## config.mk

```make
export PLATFORM = sky130hd
export DESIGN_NAME = rgmii_tx_framer
export DESIGN_NICKNAME = d
export VERILOG_FILES = /design/src/rtl/rgmii_pkg.sv /design/src/rtl/rgmii_tx_crc32.sv /design/src/rtl/rgmii_tx_framer.sv
export SDC_FILE = /design/constraint.sdc
export NUM_CORES = 1
export LEC_CHECK = 0
export ABC_AREA = 1
export ABC_CLOCK_PERIOD_IN_PS = 2200
export CAP_MARGIN = 20
export CORE_MARGIN = 10
export CORE_UTILIZATION = 40
export DETAILED_ROUTE_END_ITERATION = 6
export GPL_TIMING_DRIVEN = 0
export PLACE_DENSITY = 0.72
export SKIP_LAST_GASP = 1
export SYNTH_ARGS = -nofsm -noshare
export SYNTH_HDL_FRONTEND = slang
export SYNTH_HIERARCHICAL = 1
export SYNTH_SLANG_ARGS = --single-unit
```

## constraint.sdc

```tcl
create_clock -name clock -period 2.2 [get_ports clock]
set_input_delay 0.22 -clock clock [delete_from_list [all_inputs] [get_ports clock]]
set_output_delay 0.22 -clock clock [all_outputs]
set_load 0.03 [all_outputs]
```

## src/rtl/rgmii_pkg.sv

```systemverilog
// rtl/rgmii_pkg.sv - shared states, framing constants and CRC-32 byte step for the RGMII transmit path
package rgmii_pkg;

    typedef enum logic [2:0] {
        ST_IDLE,
        ST_PRE,
        ST_SFD,
        ST_DATA,
        ST_FCS,
        ST_ERR,
        ST_DRAIN,
        ST_IFG
    } tx_state_e;

    localparam logic [7:0]  PREAMBLE_BYTE = 8'h55;
    localparam logic [7:0]  SFD_BYTE      = 8'hD5;
    localparam logic [31:0] CRC32_POLY    = 32'hEDB88320;
    localparam logic [31:0] CRC32_INIT    = 32'hFFFFFFFF;

    // Reflected CRC-32, eight bit steps folded into one byte update
    function automatic logic [31:0] crc32_byte(input logic [31:0] crc, input logic [7:0] data);
        logic [31:0] c;
        c = crc ^ {24'd0, data};
        for (int i = 0; i < 8; i++) begin
            c = c[0] ? ((c >> 1) ^ CRC32_POLY) : (c >> 1);
        end
        return c;
    endfunction

endpackage

```

## src/rtl/rgmii_tx_crc32.sv

```systemverilog
// rtl/rgmii_tx_crc32.sv - byte-wise running CRC-32 register with clear and enable
module rgmii_tx_crc32
    import rgmii_pkg::*;
(
    input  logic        clock,
    input  logic        reset,
    input  logic        clear,
    input  logic        enable,
    input  logic [7:0]  data,
    output logic [31:0] crc
);

    logic [31:0] crc_q;
    logic [31:0] crc_d;

    always_comb begin
        crc_d = crc_q;
        if (clear) begin
            crc_d = CRC32_INIT;
        end else if (enable) begin
            crc_d = crc32_byte(crc_q, data);
        end
    end

    always_ff @(posedge clock or posedge reset) begin
        if (reset) begin
            crc_q <= CRC32_INIT;
        end else begin
            crc_q <= crc_d;
        end
    end

    assign crc = crc_q;

endmodule

```

## src/rtl/rgmii_tx_framer.sv

```systemverilog
// rtl/rgmii_tx_framer.sv - RGMII transmit framer: preamble/SFD, optional FCS (RGMII_TX_FCS_EN), IFG, underrun as TX_ER
module rgmii_tx_framer
    import rgmii_pkg::*;
#(
    parameter int IFG_BYTES      = 12,
    parameter int PREAMBLE_BYTES = 7
) (
    input  logic       clock,
    input  logic       reset,
    input  logic [7:0] in_data,
    input  logic       in_valid,
    input  logic       in_last,
    output logic       in_ready,
    output logic [3:0] txd_d1,
    output logic [3:0] txd_d2,
    output logic       ctl_d1,
    output logic       ctl_d2,
    output logic       busy
);

    localparam int CNT_MAX0 = (IFG_BYTES > PREAMBLE_BYTES) ? IFG_BYTES : PREAMBLE_BYTES;
    localparam int CNT_MAX  = (CNT_MAX0 > 4) ? CNT_MAX0 : 4;
    localparam int CNT_W    = $clog2(CNT_MAX + 1);

    localparam logic [CNT_W-1:0] PRE_LAST = CNT_W'(PREAMBLE_BYTES);
    localparam logic [CNT_W-1:0] IFG_LAST = CNT_W'(IFG_BYTES);
    localparam logic [CNT_W-1:0] CNT_ONE  = CNT_W'(1);

    tx_state_e        state_q, state_d;
    logic [CNT_W-1:0] cnt_q, cnt_d;
    logic [7:0]       byte_q, byte_d;
    logic             tx_en_q, tx_en_d;
    logic             tx_er_q, tx_er_d;
    logic             ready_q, ready_d;
    logic             busy_q, busy_d;

`ifdef RGMII_TX_FCS_EN
    localparam logic [CNT_W-1:0] FCS_LAST = CNT_W'(3);

    logic        crc_clear;
    logic        crc_en;
    logic [31:0] crc;
    logic [31:0] fcs_word;

    // CRC restarts on the edge that puts SFD on the wire
    assign crc_clear = (state_q == ST_PRE) && (cnt_q == PRE_LAST);
    assign crc_en    = ((state_q == ST_SFD) || (state_q == ST_DATA)) && in_valid;
    assign fcs_word  = ~crc;

    rgmii_tx_crc32 u_crc (
        .clock  (clock),
        .reset  (reset),
        .clear  (crc_clear),
        .enable (crc_en),
        .data   (in_data),
        .crc    (crc)
    );
`endif

    // Outputs are computed for the cycle being entered, so state_q is the
    // state that decides what the next wire cycle carries.
    always_comb begin
        state_d = state_q;
        cnt_d   = cnt_q;
        byte_d  = 8'h00;
        tx_en_d = 1'b0;
        tx_er_d = 1'b0;
        ready_d = 1'b0;
        case (state_q)
            ST_IDLE: begin
                if (in_valid) begin
                    state_d = ST_PRE;
                    cnt_d   = CNT_ONE;
                    byte_d  = PREAMBLE_BYTE;
                    tx_en_d = 1'b1;
                end
            end
            ST_PRE: begin
                tx_en_d = 1'b1;
                if (cnt_q == PRE_LAST) begin
                    state_d = ST_SFD;
                    byte_d  = SFD_BYTE;
                    ready_d = 1'b1;
                end else begin
                    cnt_d  = cnt_q + CNT_ONE;
                    byte_d = PREAMBLE_BYTE;
                end
            end
            ST_SFD, ST_DATA: begin
                if (in_valid) begin
                    byte_d  = in_data;
                    tx_en_d = 1'b1;
                    cnt_d   = '0;
                    if (in_last) begin
`ifdef RGMII_TX_FCS_EN
                        state_d = ST_FCS;
`else
                        state_d = ST_IFG;
`endif
                    end else begin
                        state_d = ST_DATA;
                        ready_d = 1'b1;
                    end
                end else begin
                    state_d = ST_ERR;
                    tx_en_d = 1'b1;
                    tx_er_d = 1'b1;
                end
            end
`ifdef RGMII_TX_FCS_EN
            ST_FCS: begin
                tx_en_d = 1'b1;
                byte_d  = fcs_word[8*cnt_q[1:0] +: 8];
                if (cnt_q == FCS_LAST) begin
                    state_d = ST_IFG;
                    cnt_d   = '0;
                end else begin
                    cnt_d = cnt_q + CNT_ONE;
                end
            end
`endif
            ST_ERR: begin
                state_d = ST_DRAIN;
                ready_d = 1'b1;
            end
            ST_DRAIN: begin
                // Entry cycle is already idle on the wire, so it counts as gap
                if (in_valid && in_last) begin
                    state_d = ST_IFG;
                    cnt_d   = CNT_ONE;
                end else begin
                    ready_d = 1'b1;
                end
            end
            ST_IFG: begin
                if (cnt_q == IFG_LAST) begin
                    state_d = ST_IDLE;
                    cnt_d   = '0;
                end else begin
                    cnt_d = cnt_q + CNT_ONE;
                end
            end
            default: begin
                state_d = ST_IDLE;
                cnt_d   = '0;
            end
        endcase
        busy_d = (state_d != ST_IDLE);
    end

    always_ff @(posedge clock or posedge reset) begin
        if (reset) begin
            state_q <= ST_IDLE;
            cnt_q   <= '0;
            byte_q  <= 8'h00;
            tx_en_q <= 1'b0;
            tx_er_q <= 1'b0;
            ready_q <= 1'b0;
            busy_q  <= 1'b0;
        end else begin
            state_q <= state_d;
            cnt_q   <= cnt_d;
            byte_q  <= byte_d;
            tx_en_q <= tx_en_d;
            tx_er_q <= tx_er_d;
            ready_q <= ready_d;
            busy_q  <= busy_d;
        end
    end

    assign txd_d1   = byte_q[3:0];
    assign txd_d2   = byte_q[7:4];
    assign ctl_d1   = tx_en_q;
    assign ctl_d2   = tx_en_q ^ tx_er_q;
    assign in_ready = ready_q;
    assign busy     = busy_q;

endmodule

```

==> impl_metrics.env, run 1 <==
export IMPL_drc=0
export IMPL_synth_xor_xnor_area_share=0.00855
export IMPL_grt_pass1_wl_mm=3.94
export IMPL_cp_required_ns=1.98
export IMPL_portBuffers=22
export IMPL_synthCells=131
export IMPL_fin_util=0.533
export IMPL_arrival_ns=1.51
export IMPL_fin_skew_ns=0.0108
export IMPL_synth_compound_area_share=0.0537
export IMPL_power_density_nw_per_um2=1060
export IMPL_synth_adder_area_share=0.0611
export IMPL_fin_tns_setup_ns=0
export IMPL_fmax_ghz=0.579
export IMPL_setup_viol=0
export IMPL_syn_to_final_growth_pct=27.7
export IMPL_grt_pass1_vias=908
export IMPL_cts_tree="yes"
export IMPL_reg2reg_depth=5
export IMPL_end_kind="primary output"
export IMPL_slew_viol_final=0
export IMPL_cts_hold_buf=0
export IMPL_initialDrtViolationCount=61
export IMPL_clk_insertion_delay_late_ns=0.31
export IMPL_die_height_um=70.6
export IMPL_pin_count=24
export IMPL_rsz0062_at_grt="false"
export IMPL_synth_top_family_by_area="simple AND/OR/NAND/NOR gates"
export IMPL_ctsHtreeMaxLevel=1
export IMPL_numCtsBuffers=3
export IMPL_whs_path_depth=3
export IMPL_cts_root_buf="clkbuf_4"
export IMPL_vias=885
export IMPL_wirelength_mm=2.20
export IMPL_routed_via_density=4.73
export IMPL_crit_type="flop to primary output"
export IMPL_drive_gt1_frac=0.0892
export IMPL_p_leak_uw=0.000691
export IMPL_yosysSeqAreaShare=0.464
export IMPL_place_area_um2=1280
export IMPL_ys_types=19
export IMPL_crit_fanout=2
export IMPL_ir_drop_uv=510
export IMPL_grt_usage=0.0942
export IMPL_worstHoldStart="in_valid"
export IMPL_post_cts_buffers=0
export IMPL_min_period_ns=1.73
export IMPL_maxCapViolations=0
export IMPL_postSynthAreaPerCell_um2=7.82
export IMPL_postCtsResizedCells=0
export IMPL_start_util=0.417
export IMPL_outcome="complete, no violations"
export IMPL_clock_path_buffers=2
export IMPL_syn_area_um2=1020
export IMPL_nets=175
export IMPL_path_clk_slew_ns=0.09
export IMPL_slowest_stage="clkdlybuf4s50_1"
export IMPL_post_route_period_util=0.785
export IMPL_hold_violations=0
export IMPL_whs_ns=0.248
export IMPL_synth_seq_cells=19
export IMPL_syn_nets=148
export IMPL_ys_warn_count=6
export IMPL_muxShareOfSynthArea=0
export IMPL_worstPathCellList="xor2_1, clkdlybuf4s50_1"
export IMPL_gp_congestion=0.834
export IMPL_slew_headroom=0.527
export IMPL_core_rowCount=18
export IMPL_holdCritPathClass="input port to flop"
export IMPL_grt_start_max_net_pins=20
export IMPL_grt_overflow=0
export IMPL_n_antenna_cell=0
export IMPL_coreArea_um2=2450
export IMPL_die_width_um=70.6
export IMPL_clock_sinks=19
export IMPL_antenna_left=0
export IMPL_drt_pass1_iter_count=4
export IMPL_worst_pin_slew_ns=0.709
export IMPL_dpl_cell_count=183
export IMPL_instances_no_fill=187
export IMPL_crit_start="ctl_d1"
export IMPL_max_stage_delay_ns=0.69
export IMPL_die_area_um2=4990
export IMPL_design_area_um2=1310
export IMPL_yosys_area_share_simple=0.311
export IMPL_antenna_found_initial=0
export IMPL_r2r_start="state_q[2]"
export IMPL_wire_per_inst_um=11.7
export IMPL_start_kind="flop"
export IMPL_hpwl_mm=1.80
[per-stage QoR]
stage	setup slack [ns]	power, µW
3_3_place_gp	0.723	1210
6_report	0.473	1390
5_1_grt	0.392	1510
4_1_cts	0.446	1410
2_1_floorplan	0.870	992
3_5_place_dp	0.680	1230
[worst paths after layout]
kind / end / slack, ns
worst min register to register: cnt_q[1] / 0.58
worst max-delay path: ctl_d2 / 0.47
worst max register to register: in_ready / 0.67
min in group asynchronous: cnt_q[3] / 0.32
max in group asynchronous: byte_q[0] / 1.42
worst min-delay path: byte_q[7] / 0.25
[metal layers]
metal | wire [µm] | vias to the layer above | part of all wire | GRT usage
met3 | 200 | 5 | 0.091 | 0.0432
met1 | 911 | 399 | 0.42 | 0.0983
li1 | - | 462 | - | -
met4 | 46 | 0 | 0.021 | 0.0452
met5 | 0 | - | 0 | 0
met2 | 1040 | 19 | 0.47 | 0.158
[kinds of logic after synthesis]
| logic type | Yosys count |
|---|---|
| buffers and inverters | 27 |
| XOR/XNOR | 1 |
| AND/OR/NAND/NOR | 69 |
| AO/OA/AOI/OAI | 10 |
| flip-flops | 19 |
| adder cells (fa/ha/maj) | 5 |
[registers in the layout (all words and copies together) (netlist names)]
name and count:
ctl_d1 1, cnt_q 4, state_q 3, tx_er_q 1, byte_q 8, in_ready 1
busy 1
[cell usage after synthesis]
master / count / share of area
a31oi_1: 1 / 0.0061
buf_2: 2 / 0.0098
clkinv_1: 1 / 0.0037
dfrtp_1: 19 / 0.46
ha_1: 5 / 0.061
inv_1: 21 / 0.077
inv_2: 3 / 0.011
nand2_1: 37 / 0.14
nand2_2: 2 / 0.012
nand2_4: 1 / 0.011
nand3_1: 19 / 0.093
nand3_4: 1 / 0.017
nand4_1: 2 / 0.012
nor2_1: 5 / 0.018
nor2_2: 2 / 0.012
o21ai_0: 4 / 0.020
o21ai_1: 4 / 0.020
o311ai_0: 1 / 0.0085
xor2_1: 1 / 0.0085
[worst max-delay path, delay by kind of cell, from the launching register on]
family / cells / cell delay, ns
xor gates and xnor gates: 1 / 0.13
DFF: 1 / 0.40
buffers and inverters: 1 / 0.69
[area by class of cell]
cell class / instances / area [µm²]
buffer: 2 / 10.0
clock buffer: 4 / 26.3
fill: 228 / 1150
inverter: 25 / 93.8
multi-input combinational: 85 / 445
sequential: 19 / 475
tap: 30 / 37.5
timing repair buffer: 22 / 220
[report_power, final]
group	internal, µW	switching [µW]
Combinational	261	422
Clock	70.8	106
Sequential	446	82.5
[cells in the final DEF (no fill, tap or decap)]
cell type	netlist	final
clkbuf_1	0	1
a31oi_1	1	1
o21ai_0	4	4
nand2_2	2	2
buf_2	2	2
inv_1	21	21
nand2_1	37	37
nand2_4	1	1
dfrtp_1	19	19
inv_2	3	3
nand3_4	1	1
o21ai_1	4	4
clkinv_1	1	1
nor2_2	2	2
nand3_1	19	19
o311ai_0	1	1
ha_1	5	5
nand4_1	2	2
xor2_1	1	1
clkbuf_4	0	3
clkdlybuf4s50_1	0	22
nor2_1	5	5
No activity file was read; power rests on OpenSTA's default activity.
==> run 2: changes to the inputs <==
ABC_CLOCK_PERIOD_IN_PS = 1500   (was 2200)
PLACE_DENSITY = 0.75   (was 0.72)
clock period = 1.5 ns   (was 2.2 ns; I/O delays follow)
==> impl_metrics.env, run 2 (synthesis gave the netlist of run 1 again) <==
export IMPL_outcome="complete, no violations"
export IMPL_numCtsBuffers=3
export IMPL_setup_ws_ns=0.0326
export IMPL_max_stage_delay_ns=0.67
export IMPL_n_antenna_cell=0
export IMPL_routed_via_density=4.77
export IMPL_fin_tns_setup_ns=0
export IMPL_wire_per_inst_um=12.7
export IMPL_grt_pass1_wl_mm=4.15
export IMPL_fin_skew_ns=0.00171
export IMPL_wirelength_mm=2.43
export IMPL_clk_insertion_delay_late_ns=0.31
export IMPL_drive_gt1_frac=0.167
export IMPL_initialDrtViolationCount=30
export IMPL_grt_pass1_vias=894
export IMPL_grt_usage=0.0991
export IMPL_cts_hold_buf=0
export IMPL_slowest_stage="clkdlybuf4s50_1"
export IMPL_antenna_left=0
export IMPL_drc=0
export IMPL_arrival_ns=1.32
export IMPL_cts_tree="yes"
export IMPL_final_cell_mix="nand2_1, inv_1, nand3_1, dfrtp_1, clkdlybuf4s50_1"
export IMPL_die_area_um2=4990
export IMPL_start_util=0.417
export IMPL_layout_commonest_cell="nand2_1"
export IMPL_clock_path_buffers=2
export IMPL_p_leak_uw=0.000795
export IMPL_cts_root_buf="clkbuf_4"
export IMPL_slew_viol_final=0
export IMPL_die_height_um=70.6
export IMPL_worst_pin_slew_ns=0.722
export IMPL_portBuffers=22
export IMPL_cp_required_ns=1.35
export IMPL_min_period_ns=1.47
export IMPL_syn_to_final_growth_pct=35.0
export IMPL_gp_congestion=0.805
export IMPL_end_kind="primary output"
export IMPL_crit_fanout=1
export IMPL_largest_reg_flops=8
export IMPL_path_clk_slew_ns=0.11
export IMPL_hold_violations=0
export IMPL_grt_overflow=0
export IMPL_cp_top_family="buffers and inverters"
export IMPL_place_ws_ns=-0.0131
export IMPL_maxCapViolations=0
export IMPL_antenna_found_initial=0
export IMPL_critical_path_buf_inv_count=1
export IMPL_die_width_um=70.6
export IMPL_core_rowCount=18
export IMPL_worstPathCellList="clkdlybuf4s50_1"
export IMPL_n_fill_cell=222
export IMPL_fmax_ghz=0.681
export IMPL_whs_ns=0.163
export IMPL_rsz0062_at_grt="true"
export IMPL_grt_start_max_net_pins=20
export IMPL_top_register="byte_q"
export IMPL_slew_headroom=0.518
export IMPL_crit_type="flop to primary output"
export IMPL_drt_pass1_iter_count=4
export IMPL_reg_top3="byte_q: 8 flops, cnt_q: 4 flops, state_q: 3 flops"
export IMPL_coreArea_um2=2450
export IMPL_vias=916
export IMPL_instances_no_fill=192
export IMPL_setup_viol=0
export IMPL_post_route_period_util=0.978
export IMPL_clock_sinks=19
export IMPL_nets=180
export IMPL_pin_count=24
export IMPL_holdCritPathClass="input port to flop"
export IMPL_start_kind="flop"
export IMPL_hpwl_mm=1.81
export IMPL_power_density_nw_per_um2=1520
export IMPL_place_area_um2=1280
export IMPL_design_area_um2=1380
export IMPL_ctsHtreeMaxLevel=1
export IMPL_ir_drop_uv=842
export IMPL_dpl_cell_count=183
-- run 2: layout make-up --
cell class	instances	area, µm²	area share
inverter	25	93.8	0.0678
multi-input combinational	85	458	0.331
timing repair buffer	27	273	0.197
tap	30	37.5	0.0271
clock buffer	4	26.3	0.0190
buffer	2	16.3	0.0118
sequential	19	479	0.346
-- run 2: what timing repair did --
item | CTS | global route
buffers inserted | 0 | 5
hold endpoints to repair | 0 | 0
resized for setup | 4 | 18
pin swaps | 0 | 1
endpoints found under the setup margin | 9 | 16
-- run 2: power by group --
group	leakage, µW	internal, µW	switching [µW]
clock network	0.0000150	104	168
logic	0.000545	406	650
registers	0.000236	659	119
-- run 2: routing by layer --
metal  global-route usage  routed length, µm  vias up  share of wire
li1                     -                  -      471              -
met2                0.157               1170       23           0.48
met3               0.0460                219        3          0.090
met5                    0                  0        -              0
met1                0.114               1010      419           0.42
met4               0.0387                 33        0          0.014
-- run 2: final timing paths --
check,slack [ns],end,cells past startpoint,start
worst max-delay path,0.03,txd_d2[3],1,byte_q[7]
worst min-delay path,0.16,byte_q[0],3,in_valid
worst max register to register,0.12,busy,8,state_q[1]
worst min register to register,0.57,cnt_q[0],2,cnt_q[0]
max in group asynchronous,0.75,state_q[1],2,reset
min in group asynchronous,0.25,cnt_q[2],2,reset
-- run 2: through the flow --
step	power, µW	utilization
2_1_floorplan	1460	-
3_3_place_gp	1770	0.522
3_5_place_dp	1790	0.522
4_1_cts	2060	0.533
5_1_grt	2300	0.564
6_report	2110	0.564
==> run 3: changes to the inputs <==
DONT_BUFFER_PORTS = 1   (was not set)
PLACE_DENSITY = 0.62   (was 0.75)
SETUP_SLACK_MARGIN = 0.4   (was not set)
==> impl_metrics.env, run 3 (synthesis gave the netlist of run 1 again) <==
export IMPL_ctsHtreeMaxLevel=1
export IMPL_crit_type="flop to flop"
export IMPL_path_clk_slew_ns=0.11
export IMPL_slew_headroom=0.524
export IMPL_setup_viol=0
export IMPL_design_area_um2=1470
export IMPL_nets=179
export IMPL_wirelength_mm=2.63
export IMPL_r2r_end="busy"
export IMPL_coreArea_um2=2450
export IMPL_core_rowCount=18
export IMPL_fin_skew_ns=0.00384
export IMPL_r2r_slack_ns=0.17
export IMPL_start_kind="flop"
export IMPL_wire_per_inst_um=13.8
export IMPL_slew_viol_final=0
export IMPL_pin_count=24
export IMPL_reg_top3="byte_q: 8 flops, cnt_q: 4 flops, state_q: 3 flops"
export IMPL_worst_pin_slew_ns=0.713
export IMPL_initialDrtViolationCount=62
export IMPL_clock_path_buffers=2
export IMPL_place_area_um2=1130
export IMPL_cp_required_ns=1.74
export IMPL_die_height_um=70.6
export IMPL_n_antenna_cell=0
export IMPL_clock_sinks=19
export IMPL_crit_fanout=5
export IMPL_p_leak_uw=0.000740
export IMPL_rsz0062_at_grt="true"
export IMPL_hpwl_mm=1.78
export IMPL_holdCritPathClass="input port to flop"
export IMPL_gp_congestion=0.827
export IMPL_grt_pass1_wl_mm=4.24
export IMPL_grt_start_max_net_pins=20
export IMPL_portBuffers=0
export IMPL_die_width_um=70.6
export IMPL_syn_to_final_growth_pct=43.6
export IMPL_fmax_ghz=0.752
export IMPL_seqCellArea_um2=482
export IMPL_layout_commonest_cell="nand2_1"
export IMPL_reg2reg_depth=9
export IMPL_drt_pass1_iter_count=4
export IMPL_top_usage_layer="met2"
export IMPL_whs_ns=0.167
export IMPL_vias=939
export IMPL_use_met3=0.0349
export IMPL_drive_gt1_frac=0.373
export IMPL_start_util=0.417
export IMPL_fin_tns_setup_ns=0
export IMPL_whs_endpoint="state_q[2]"
export IMPL_numCtsBuffers=3
export IMPL_min_period_ns=1.33
export IMPL_arrival_ns=1.57
export IMPL_post_route_period_util=0.886
export IMPL_cts_root_buf="clkbuf_4"
export IMPL_hold_violations=0
export IMPL_top_register="byte_q"
export IMPL_grt_pass1_vias=888
export IMPL_die_area_um2=4990
export IMPL_routed_via_density=4.92
export IMPL_multi_input_area_um2=573
export IMPL_power_density_nw_per_um2=1520
export IMPL_outcome="complete, no violations"
export IMPL_end_kind="flop"
export IMPL_dpl_cell_count=161
export IMPL_whs_path_depth=2
export IMPL_globalRouteMet2Util=0.172
export IMPL_grt_overflow=0
export IMPL_met1_usage=0.119
export IMPL_fin_util=0.599
export IMPL_antenna_found_initial=0
export IMPL_drc=0
export IMPL_final_cell_mix="nand2_1, inv_1, nand3_1, dfrtp_1, buf_4"
export IMPL_n_fill_cell=204
export IMPL_instances_no_fill=191
export IMPL_worstHoldStart="in_last"
export IMPL_grt_usage=0.0986
export IMPL_clk_insertion_delay_late_ns=0.29
export IMPL_antenna_left=0
export IMPL_ir_drop_uv=1210
export IMPL_cts_tree="yes"
export IMPL_maxCapViolations=0
export IMPL_r2r_start="state_q[2]"
export IMPL_largest_reg_flops=8
==> run 3: area by class of cell <==
class / count / share of cell area
buffer: 2 / 0.0136
tap: 30 / 0.0255
clock buffer: 3 / 0.0153
multi-input combinational: 85 / 0.389
sequential: 19 / 0.327
clock inverter: 1 / 0.00340
inverter: 25 / 0.0680
timing repair buffer: 26 / 0.157
==> run 3: how the worst max path moves through the flow <==
stage,startpoint,endpoint,slack [ns]
after floorplan,state_q[2],cnt_q[0],0.30
after global placement,state_q[2],in_ready,0.11
after detailed placement,state_q[2],in_ready,0.12
after CTS,state_q[1],cnt_q[1],0.19
after global routing,state_q[2],cnt_q[1],0.06
final,state_q[2],busy,0.17
==> run 3: power breakdown <==
part	leakage, µW	internal, µW	switching, µW
combinational	0.000489	426	557
sequential	0.000234	663	341
clock	0.0000177	99.3	154
total	0.000740	1190	1050
==> run 3: critical path, stage by stage, from the launching register on <==
cell     delay, ns
dfrtp_2       0.44
buf_6         0.13
nor2_4        0.16
buf_4         0.13
nand3_1       0.07
o21ai_1       0.10
nor2_1        0.06
nand2_1       0.05
nand2_1       0.07
nand2_1       0.08
==> run 3: per-stage QoR <==
step                      setup WS, ns  power (µW)
final                            0.170        2240
after global routing            0.0637        2430
after CTS                        0.191        2150
after detailed placement         0.122        1710
after global placement           0.108        1690
after floorplan                  0.299        1540
==> run 3: layer usage <==
metal	routed length, µm	part of all wire
met3	132	0.050
met2	1380	0.52
met5	0	0
met4	16	0.0061
met1	1110	0.42
==> run 3: repair_timing <==
item | in CTS | in global routing
setup buffers | 10 | 6
hold buffers | 10 | 0
endpoints found under the setup margin | 19 | 17
resized for setup | 17 | 11
hold endpoints to repair | 28 | 0
pin swaps | 7 | 5
